`src/rtl/beat_decoder.sv`:
```
// beat_decoder: receiving end of the 4-beat one-hot timing bus.
// Locks onto the T1..T4 rotation, emits one registered strobe per accepted
// beat (fetch/decode/exec/wb) and flags malformed or out-of-order beats.
// Optional feature: define BEAT_DECODER_STAT_EN to add the cycle_cnt port,
// a count of completed rotations (accepted T4 beats), modulo 2^CNT_W.

// One registered strobe per beat; high for exactly the cycle after 'set'.
module beat_decoder_strobe (
    input  logic clk,
    input  logic rst,
    input  logic set,
    output logic q
);
    // Strobe register, cleared by reset and by default every cycle
    always_ff @(posedge clk) begin
        if (rst) q <= 1'b0;
        else     q <= set;
    end
endmodule

module beat_decoder #(
    parameter bit RESYNC = 1'b1,
    parameter int CNT_W  = 8
) (
    input  logic             clk,
    input  logic             rst,
    input  logic [3:0]       T,
    output logic             fetch,
    output logic             decode,
    output logic             exec,
    output logic             wb,
    output logic             sync,
    output logic             err,
    output logic [1:0]       err_code
`ifdef BEAT_DECODER_STAT_EN
    ,
    output logic [CNT_W-1:0] cycle_cnt
`endif
);
    typedef enum logic [1:0] {
        SYNC = 2'd0,
        RUN  = 2'd1,
        ERR  = 2'd2
    } state_t;

    localparam logic [3:0] BEAT_T1 = 4'b0001;
    localparam logic [3:0] BEAT_T2 = 4'b0010;
    localparam logic [1:0] CODE_NOT_ONEHOT = 2'b01;
    localparam logic [1:0] CODE_OUT_OF_SEQ = 2'b10;

    state_t     state_q, state_d;
    logic [3:0] exp_q, exp_d;
    logic       err_q, err_d;
    logic [1:0] code_q, code_d;
    logic       sync_q, sync_d;
    logic [3:0] stb_d;
    logic [3:0] stb_q;
    logic       t_onehot;

    // Exactly one bit set; 0000 counts as not one-hot
    assign t_onehot = (T != 4'b0000) && ((T & (T - 4'd1)) == 4'b0000);

    // State, expected-beat and sticky error registers
    always_ff @(posedge clk) begin
        if (rst) begin
            state_q <= SYNC;
            exp_q   <= BEAT_T1;
            err_q   <= 1'b0;
            code_q  <= 2'b00;
            sync_q  <= 1'b0;
        end else begin
            state_q <= state_d;
            exp_q   <= exp_d;
            err_q   <= err_d;
            code_q  <= code_d;
            sync_q  <= sync_d;
        end
    end

    // Next-state logic: lock on T1, track the rotation, latch the first error
    always_comb begin
        state_d = state_q;
        exp_d   = exp_q;
        err_d   = err_q;
        code_d  = code_q;
        sync_d  = 1'b0;
        stb_d   = 4'b0000;
        case (state_q)
            SYNC: begin
                // Anything but T1 is ignored while hunting for the rotation
                if (T == BEAT_T1) begin
                    state_d = RUN;
                    exp_d   = BEAT_T2;
                    sync_d  = 1'b1;
                    stb_d   = BEAT_T1;
                end
            end
            RUN: begin
                if (T == exp_q) begin
                    stb_d  = T;
                    exp_d  = {exp_q[2:0], exp_q[3]};
                    sync_d = 1'b1;
                end else begin
                    err_d = 1'b1;
                    // Only the first cause is kept; err_code stays put afterwards
                    if (!err_q)
                        code_d = t_onehot ? CODE_OUT_OF_SEQ : CODE_NOT_ONEHOT;
                    exp_d   = BEAT_T1;
                    state_d = RESYNC ? SYNC : ERR;
                end
            end
            ERR: begin
                // Parked until reset; bus is ignored
            end
            default: begin
                state_d = SYNC;
                exp_d   = BEAT_T1;
            end
        endcase
    end

    // One strobe register per beat position
    genvar gi;
    generate
        for (gi = 0; gi < 4; gi++) begin : g_stb
            beat_decoder_strobe u_stb (
                .clk (clk),
                .rst (rst),
                .set (stb_d[gi]),
                .q   (stb_q[gi])
            );
        end
    endgenerate

    assign fetch    = stb_q[0];
    assign decode   = stb_q[1];
    assign exec     = stb_q[2];
    assign wb       = stb_q[3];
    assign sync     = sync_q;
    assign err      = err_q;
    assign err_code = code_q;

`ifdef BEAT_DECODER_STAT_EN
    logic [CNT_W-1:0] cnt_q;

    // Rotation counter: bumps on the same edge that sets wb, holds otherwise
    always_ff @(posedge clk) begin
        if (rst)           cnt_q <= '0;
        else if (stb_d[3]) cnt_q <= cnt_q + CNT_W'(1);
    end

    assign cycle_cnt = cnt_q;
`endif

endmodule

```
`config.mk`:
```
export PLATFORM = sky130hd
export DESIGN_NAME = beat_decoder
export DESIGN_NICKNAME = d
export VERILOG_FILES = /design/src/rtl/beat_decoder.sv
export SDC_FILE = /design/constraint.sdc
export NUM_CORES = 1
export LEC_CHECK = 0
export ABC_AREA = 0
export CORE_AREA = 2 2 39 41
export CTS_BUF_LIST = sky130_fd_sc_hd__clkbuf_4 sky130_fd_sc_hd__clkbuf_8
export DETAILED_ROUTE_END_ITERATION = 16
export DIE_AREA = 0 0 41 43
export PLACE_DENSITY = 0.8
export SYNTH_ARGS = -nofsm -noshare
export SYNTH_HDL_FRONTEND = slang
export SYNTH_SLANG_ARGS = --single-unit
```
`constraint.sdc`:
```
create_clock -name clk -period 2.02 [get_ports clk]
set_input_delay 0.303 -clock clk [delete_from_list [all_inputs] [get_ports clk]]
set_output_delay 0.303 -clock clk [all_outputs]
set_load 0.1 [all_outputs]
```
# Word-level counts from Yosys, hierarchy flattened

Index checks and enable logic that the tools add are counted.

$add $sub $neg: 1
Bitwise gates (word level): 4
Equal/unequal tests: 6
Muxes and demuxes: 13
Reductions and logical operators: 8

Operators by type and width:

| cell                  | count |
|---|---|
| $mux W4               | 3 |
| $pmux W4 S3           | 1 |
| $pmux W4 S2           | 1 |
| $mux W2               | 3 |
| $pmux W2 S3           | 1 |
| $reduce_and A3 Y1     | 2 |
| $and A4 B4 Y4         | 1 |
| $eq A4 B1 Y1 const B  | 1 |
| $eq A4 B4 Y1          | 1 |
| $logic_not A4 Y1      | 1 |
| $ne A2 B2 Y1 const B  | 2 |
| $reduce_and A2 Y1     | 2 |
| $reduce_bool A4 Y1    | 1 |
| $sub A4 B1 Y4 const B | 1 |
| $mux W1               | 3 |
| $not A1 Y1            | 3 |
| $eq A2 B1 Y1 const B  | 1 |
| $eq A2 B2 Y1 const B  | 1 |
| $logic_not A2 Y1      | 1 |
| $pmux W1 S2           | 1 |
| $logic_and A1 B1 Y1   | 1 |

Bits of input ports: 6
Word-level logic and storage cells: 41
Bits in registers: 14

# Depth between registers and ports, before layout

Gate-level depths: netlist of the first run.

Depth in word-level cells: 5
Depth in mapped cells: 4
Mapped depth without buffers: 4

# By module

From an unflattened synthesis of the first run, not the netlist that was laid out.

Cell total of the unflattened synthesis: 56
Area, all modules: 584.3 um^2

By module, submodules not included:

| module              | area an instance (um^2) | seq. area each (um^2) | times used | cells each |
|---|---|---|---|---|
| beat_decoder        | 449.2                   | 180.2                 | 1          | 48 |
| beat_decoder_strobe | 33.8                    | 20.0                  | 4          | 2 |

# Worst setup path before layout of the first run

Ideal clock, no wire load.

Path type: register to register
From: register err_q, in the netlist err
To: register code_q[0], in the netlist err_code[0]
Path slack: 0.478 ns
Buffers on the path: 0
Setup time: 0.072 ns
Stages on the path, launching flop included: 4
Arrival time: 1.470 ns
Data required time: 1.948 ns
Cells stage by stage: dfxtp_1 -> nor2b_1 -> a21bo_1 -> a21oi_1

Cells in the longest elaborated chain, start to end: 2

Ends and longest elaborated chain:

| element                     | line | source |
|---|---|---|
| from (decl)                 | 53   | `logic err_q, err_d;` |
| from (signal assigned)      | 74   | `err_q <= err_d;` |
| $not A1 Y1 (no line)        | --   |  |
| $reduce_and A3 Y1 (no line) | --   |  |
| to (signal assigned)        | 75   | `code_q <= code_d;` |
| to (decl)                   | 54   | `logic [1:0] code_q, code_d;` |

No other way between the ends.
A chain may end at the register's enable or synchronous reset.

# Final worst setup path of the first run

From: input T[2]
To: register exp_q[2]

Cells in the longest elaborated chain, start to end: 3
Elaborated cells between the ends (all ways): 6
Classes of those cells: eq/ne: 3; mux: 2; reduce/logical: 1

Ends and longest elaborated chain:

| element                                          | line   | source |
|---|---|---|
| from (decl)                                      | 27     | `input logic [3:0] T,` |
| $eq A4 B4 Y1 or $eq A4 B1 Y1 (tied branches)     | 99, 91 |  |
| $mux W4 or $ne A2 B2 Y1 (tied branches)          | --     |  |
| $pmux W4 S3 or $reduce_and A2 Y1 (tied branches) | --     |  |
| to (signal assigned)                             | 73     | `exp_q <= exp_d;` |
| to (decl)                                        | 52     | `logic [3:0] exp_q, exp_d;` |

Several ways; a longest one is shown, not always the timed one.

==> summary.txt, run 1 <==
Global route
  • Initial antenna violation count: 0
  • Tot GR Track Use: 0.146
  • First-pass GRT wire length: 1750 um
  • Grt total ovfl: 0
  • Largest net degree at the start of global routing: 11
  • Vias in the first global route: 396

Layout
  • Nets: 76
  • Share of cells above drive strength 1: 0.232
  • # diodes: 0
  • Final Core Density: 0.510
  • Layout area overhead: 29.4%

Detailed routing
  • # DRC: 0
  • Wire per inst: 12.3 um
  • Post-Route WL: 1050 um
  • Starting DRT DRC Count: 13
  • Via count: 465
  • DR pass1 iterations: 4
  • Vias per cell: 5.47
  • Routed Antenna Nets: 0

Floorplan
  • Chip width: 41 um
  • Rows: 14
  • Core box area: 1380 um2
  • DIE AREA: 1760 um2
  • I/O pins: 14
  • Starting Density: 0.394
  • Chip Height: 43 um

Power and ir drop
  • Max VDD drop: 286 uV
  • Psw: 127 uW
  • Clk pwr share: 0.343
  • Pwr Total: 502 uW
  • Leak: 0.272 nW
  • Internal power: 375 uW
  • P per Cell Area: 712 nW/um2
  • Comb power frac: 0.129
  • Seq pwr share: 0.528
  • Switching Fraction: 0.253

Setup path
  • Crit Path Class: input pin to flip-flop
  • Critical Path AT: 1890 ps
  • CP Launch Type: input pin
  • CP required: 2240 ps
  • Worst-path fanout max: 6
  • Crit path capture type: flip-flop

Worst hold path
  • Worst hold path type: flip-flop to flip-flop

Placed design
  • Post-place setup slack: 84.4 ps
  • Port Buffers: 13
  • Detail Placement HPWL: 773 um
  • GPL Wtd Cong: 0.880

Logic synthesis
  • Seq/Total Area, Yosys: 0.477
  • Syn Nets: 59
  • Ys async rst share: 0
  • Yosys Warn Count: 0
  • Synth unique cells: 25
  • Area of the mapped netlist: 546 um2
  • Syn avg cell area: 10.3 um2
  • Post-synthesis cell count: 53
  • EDFF count, synth: 0
  • Synth Register Bits: 13
  • Dominant register cell in the synthesized netlist: dfxtp_1

Timing
  • Min Tclk post-route: 1670 ps
  • Slew at the pin with the worst max-slew slack: 402 ps
  • Setup Skew: 7.55 ps
  • Worst setup margin: 347 ps
  • Setup_tns: 0 ps
  • Final Hold Vio Count: 0
  • Tcrit/Tclk final: 0.828
  • Worst rel slew slack: 0.731
  • F_max: 598 MHz
  • Final setup vio count: 0
  • Slew Limit Fails: 0
  • RSZ-0062 raised after global routing: false

CTS
  • Max clock buf depth: 2
  • Clk root buf: clkbuf_4
  • Clock-pin slew on the worst setup and hold paths: 80 ps
  • Number of buffers added for setup after CTS: 0
  • Sink Count: 13
  • H-tree levels: 1
  • Clock latency at the later pin of the worst-skew pair: 280 ps
  • Hold-fix buffers, CTS: 0
  • Post-CTS sizing: 0
  • CTS Buf Count: 3
  • CTS tree: built

Outcome
  • Status: finished, final reports clean

Job
  • Max-Cap Viols: 0
flip-flops by register name, indices dropped and copies added (netlist names):
register       flops
err                1
sync               1
err_code           2
exp_q              4
state_q            1
g_stb.u_stb.q      4
metal layers:
layer  track usage  wire length [um]
met1         0.221               498
met2         0.172               465
met3        0.0366                63
met4         0.100                17
met5             0                 0
power by group through the flow:
stage / combinational (mW) / clock, mW / sequential, mW
after detailed placement: 0.0644 / 0 / 0.271
final: 0.0650 / 0.172 / 0.265
after global routing: 0.0702 / 0.187 / 0.266
after global placement: 0.0631 / 0 / 0.271
after floorplan: 0.0279 / 0 / 0.284
after CTS: 0.0648 / 0.175 / 0.265
final timing paths:
| check | startpoint | end | slack, ps | cells past startpoint |
|---|---|---|---|---|
| worst max-delay path | T[2] | exp_q[2] | 350 | 5 |
| worst min-delay path | err | err | 520 | 2 |
| worst max register to register | exp_q[0] | exp_q[2] | 600 | 4 |
| worst min register to register | err | err | 520 | 2 |
cells in the final DEF (no fill, tap or decap), types with 2 or more instances in the layout:
cell / instances
a21oi_1: 5
a211oi_1: 2
a22o_1: 2
nor2_1: 4
xnor2_1: 4
clkbuf_4: 4
nand2_1: 2
buf_4: 9
and2_1: 3
clkdlybuf4s50_1: 5
nor3_1: 2
dfxtp_1: 13
layout make-up:
cell class | count | area, um2
Fill cell | 128 | 678
Multi-Input combinational cell | 38 | 278
Sequential cell | 13 | 260
Timing Repair Buffer | 14 | 118
Clock buffer | 4 | 30.0
Tap cell | 16 | 20.0
kinds of logic (layout without fill, tap and decap cells):
group	Yosys count	count (layout)	share of synthesized area
AO/OA/AOI/OAI	13	13	0.174
buffers and inverters	2	18	0.0137
AND/OR/NAND/NOR	20	20	0.255
XOR/XNOR	5	5	0.0803
flip-flops	13	13	0.477
critical path, stage by stage:
cell	delay, ps
clkdlybuf4s50_1	530
xnor2_1	320
nand4_2	250
nor3b_4	310
a22o_1	180
synth_stat cells (2+ instances only):
cell type	instances	share of area
dfxtp_1	13	0.48
a21oi_1	5	0.046
xnor2_1	4	0.064
nor2_1	4	0.028
nor3_1	2	0.018
a22o_1	2	0.032
a211oi_1	2	0.028
nand2_1	2	0.014
and2_1	3	0.034
through the flow:
| stage | instance area (um2) | cells | hold WS (ps) |
|---|---|---|---|
| global placement | 676 | 81 | 496 |
| floorplan | 546 | 53 | 425 |
| CTS | 706 | 85 | 519 |
| global route | 706 | 85 | 540 |
| finish | 706 | 85 | 518 |
| detailed placement | 676 | 81 | 499 |
Power figures use the tool's default switching activity.
==> run 2, diff against run 1 <==
PLACE_DENSITY = 0.82   (was 0.8)
clock period = 1.5 ns   (was 2.02 ns; I/O delays follow)
==> summary.txt, run 2 (synthesis results as in run 1) <==
Timing
  • Slew Limit Fails: 0 (unchanged)
  • Setup Skew: 6.71 ps (was 7.55 ps)
  • F_max: 704 MHz
  • Setup_tns: 0 ps (unchanged)
  • RSZ-0062 raised after global routing: false (unchanged)
  • Final setup vio count: 0 (unchanged)
  • Tcrit/Tclk final: 0.947
  • Worst hold slack: 393 ps (was 518 ps)
  • Worst rel slew slack: 0.772 (was 0.731)
  • Min Tclk post-route: 1420 ps
  • Final Hold Vio Count: 0 (unchanged)
  • Slew at the pin with the worst max-slew slack: 341 ps (was 402 ps)

Power and ir drop
  • Leak: 0.352 nW (was 0.272 nW)
  • Pwr Total: 714 uW (was 502 uW)
  • Max VDD drop: 637 uV (was 286 uV)
  • P per Cell Area: 806 nW/um2 (was 712 nW/um2)

CTS
  • H-tree levels: 1 (unchanged)
  • Clock-pin slew on the worst setup and hold paths: 80 ps (about the same)
  • Number of buffers added for setup after CTS: 0 (unchanged)
  • CTS tree: built (unchanged)
  • CTS Buf Count: 3 (unchanged)
  • Post-CTS sizing: 0 (unchanged)
  • Hold-fix buffers, CTS: 0 (unchanged)
  • Max clock buf depth: 2 (unchanged)
  • Clock latency at the later pin of the worst-skew pair: 280 ps (about the same)
  • Sink Count: 13 (unchanged)
  • Clk root buf: clkbuf_4 (unchanged)

Global route
  • Initial antenna violation count: 0 (unchanged)
  • Largest net degree at the start of global routing: 11 (unchanged)
  • Grt total ovfl: 0 (unchanged)
  • First-pass GRT wire length: 1990 um (was 1750 um)
  • Vias in the first global route: 467 (was 396)
  • Tot GR Track Use: 0.166 (was 0.146)

Detailed routing
  • Wire per inst: 12.5 um (was 12.3 um)
  • # DRC: 0 (unchanged)
  • Post-Route WL: 1150 um (was 1050 um)
  • Vias per cell: 5.08 (was 5.47)
  • DR pass1 iterations: 4 (unchanged)
  • Routed Antenna Nets: 0 (unchanged)
  • Via count: 467 (was 465)
  • Starting DRT DRC Count: 3 (was 13)

Floorplan
  • Core box area: 1380 um2 (unchanged)
  • I/O pins: 14 (unchanged)
  • Starting Density: 0.394 (unchanged)
  • Rows: 14 (unchanged)
  • Chip Height: 43 um (unchanged)
  • Chip width: 41 um (unchanged)
  • DIE AREA: 1760 um2 (unchanged)

Setup path
  • Critical Path AT: 1640 ps (was 1890 ps)
  • Crit path capture type: flip-flop (unchanged)
  • CP Launch Type: input pin (unchanged)
  • Crit Path Class: input pin to flip-flop (unchanged)
  • CP required: 1720 ps (was 2240 ps)
  • Worst-path fanout max: 3 (was 6)

Worst hold path
  • Worst hold path type: input pin to flip-flop (was flip-flop to flip-flop)

Layout
  • Commonest non-fill, non-tap cell in the layout: dfxtp_1 (unchanged)
  • Nets: 83 (was 76)
  • Layout area overhead: 62.4% (was 29.4%)
  • Share of cells above drive strength 1: 0.342 (was 0.232)
  • # diodes: 0 (unchanged)
  • Most frequent cells in the layout: dfxtp_1, buf_12, buf_4, a21oi_1 (was dfxtp_1, buf_4, a21oi_1, clkdlybuf4s50_1)
  • Final Instance Area: 886 um2 (was 706 um2)

Job
  • Max-Cap Viols: 0 (unchanged)

Outcome
  • Status: finished, final reports clean (unchanged)

Placed design
  • GPL Wtd Cong: 0.830 (was 0.880)
  • Placed cell area: 830 um2 (was 676 um2)
  • Port Buffers: 13 (unchanged)
  • Detail Placement HPWL: 847 um (was 773 um)
[run 2: cell type report]
cell class,count,area (um2)
Fill cell,112,498
Multi-Input combinational cell,38,302
Timing Repair Buffer,21,273
Sequential cell,13,262
Clock buffer,4,30.0
Tap cell,16,20.0
[run 2: worst max-delay path, cell delays in order]
cell             delay [ps]
clkdlybuf4s50_1         510
buf_4                   190
xor2_1                  150
a211oi_1                300
nand3_1                 120
a21oi_1                 140
[run 2: worst paths after layout]
check	start	end	slack (ps)	cells past startpoint
max reg2reg	exp_q[2]	err_code[0]	180	5
min reg2reg	exp_q[2]	exp_q[2]	510	1
max	T[1]	err_code[0]	80	6
min	T[3]	g_stb[3].u_stb.q	390	2
[run 2: report_power, final]
part	total [mW]	switching (mW)	internal, mW
registers	0.359	0.00815	0.351
clock network	0.239	0.118	0.121
logic	0.115	0.0590	0.0562
total	0.714	0.185	0.529
[run 2: through the flow]
step                std cells   util  worst slack [ps]
floorplan                  53      -               109
global placement           88  0.599              -241
detailed placement         88  0.599              -281
CTS                        92  0.621              28.6
global route               92  0.640              3.06
finish                     92  0.640              79.2
[run 2: per-layer routing]
metal | up-vias | share of wire | GRT usage
li1 | 241 | - | -
met1 | 212 | 0.44 | 0.211
met2 | 12 | 0.50 | 0.238
met3 | 2 | 0.047 | 0.0785
met4 | 0 | 0.012 | 0.0600
met5 | - | 0 | 0
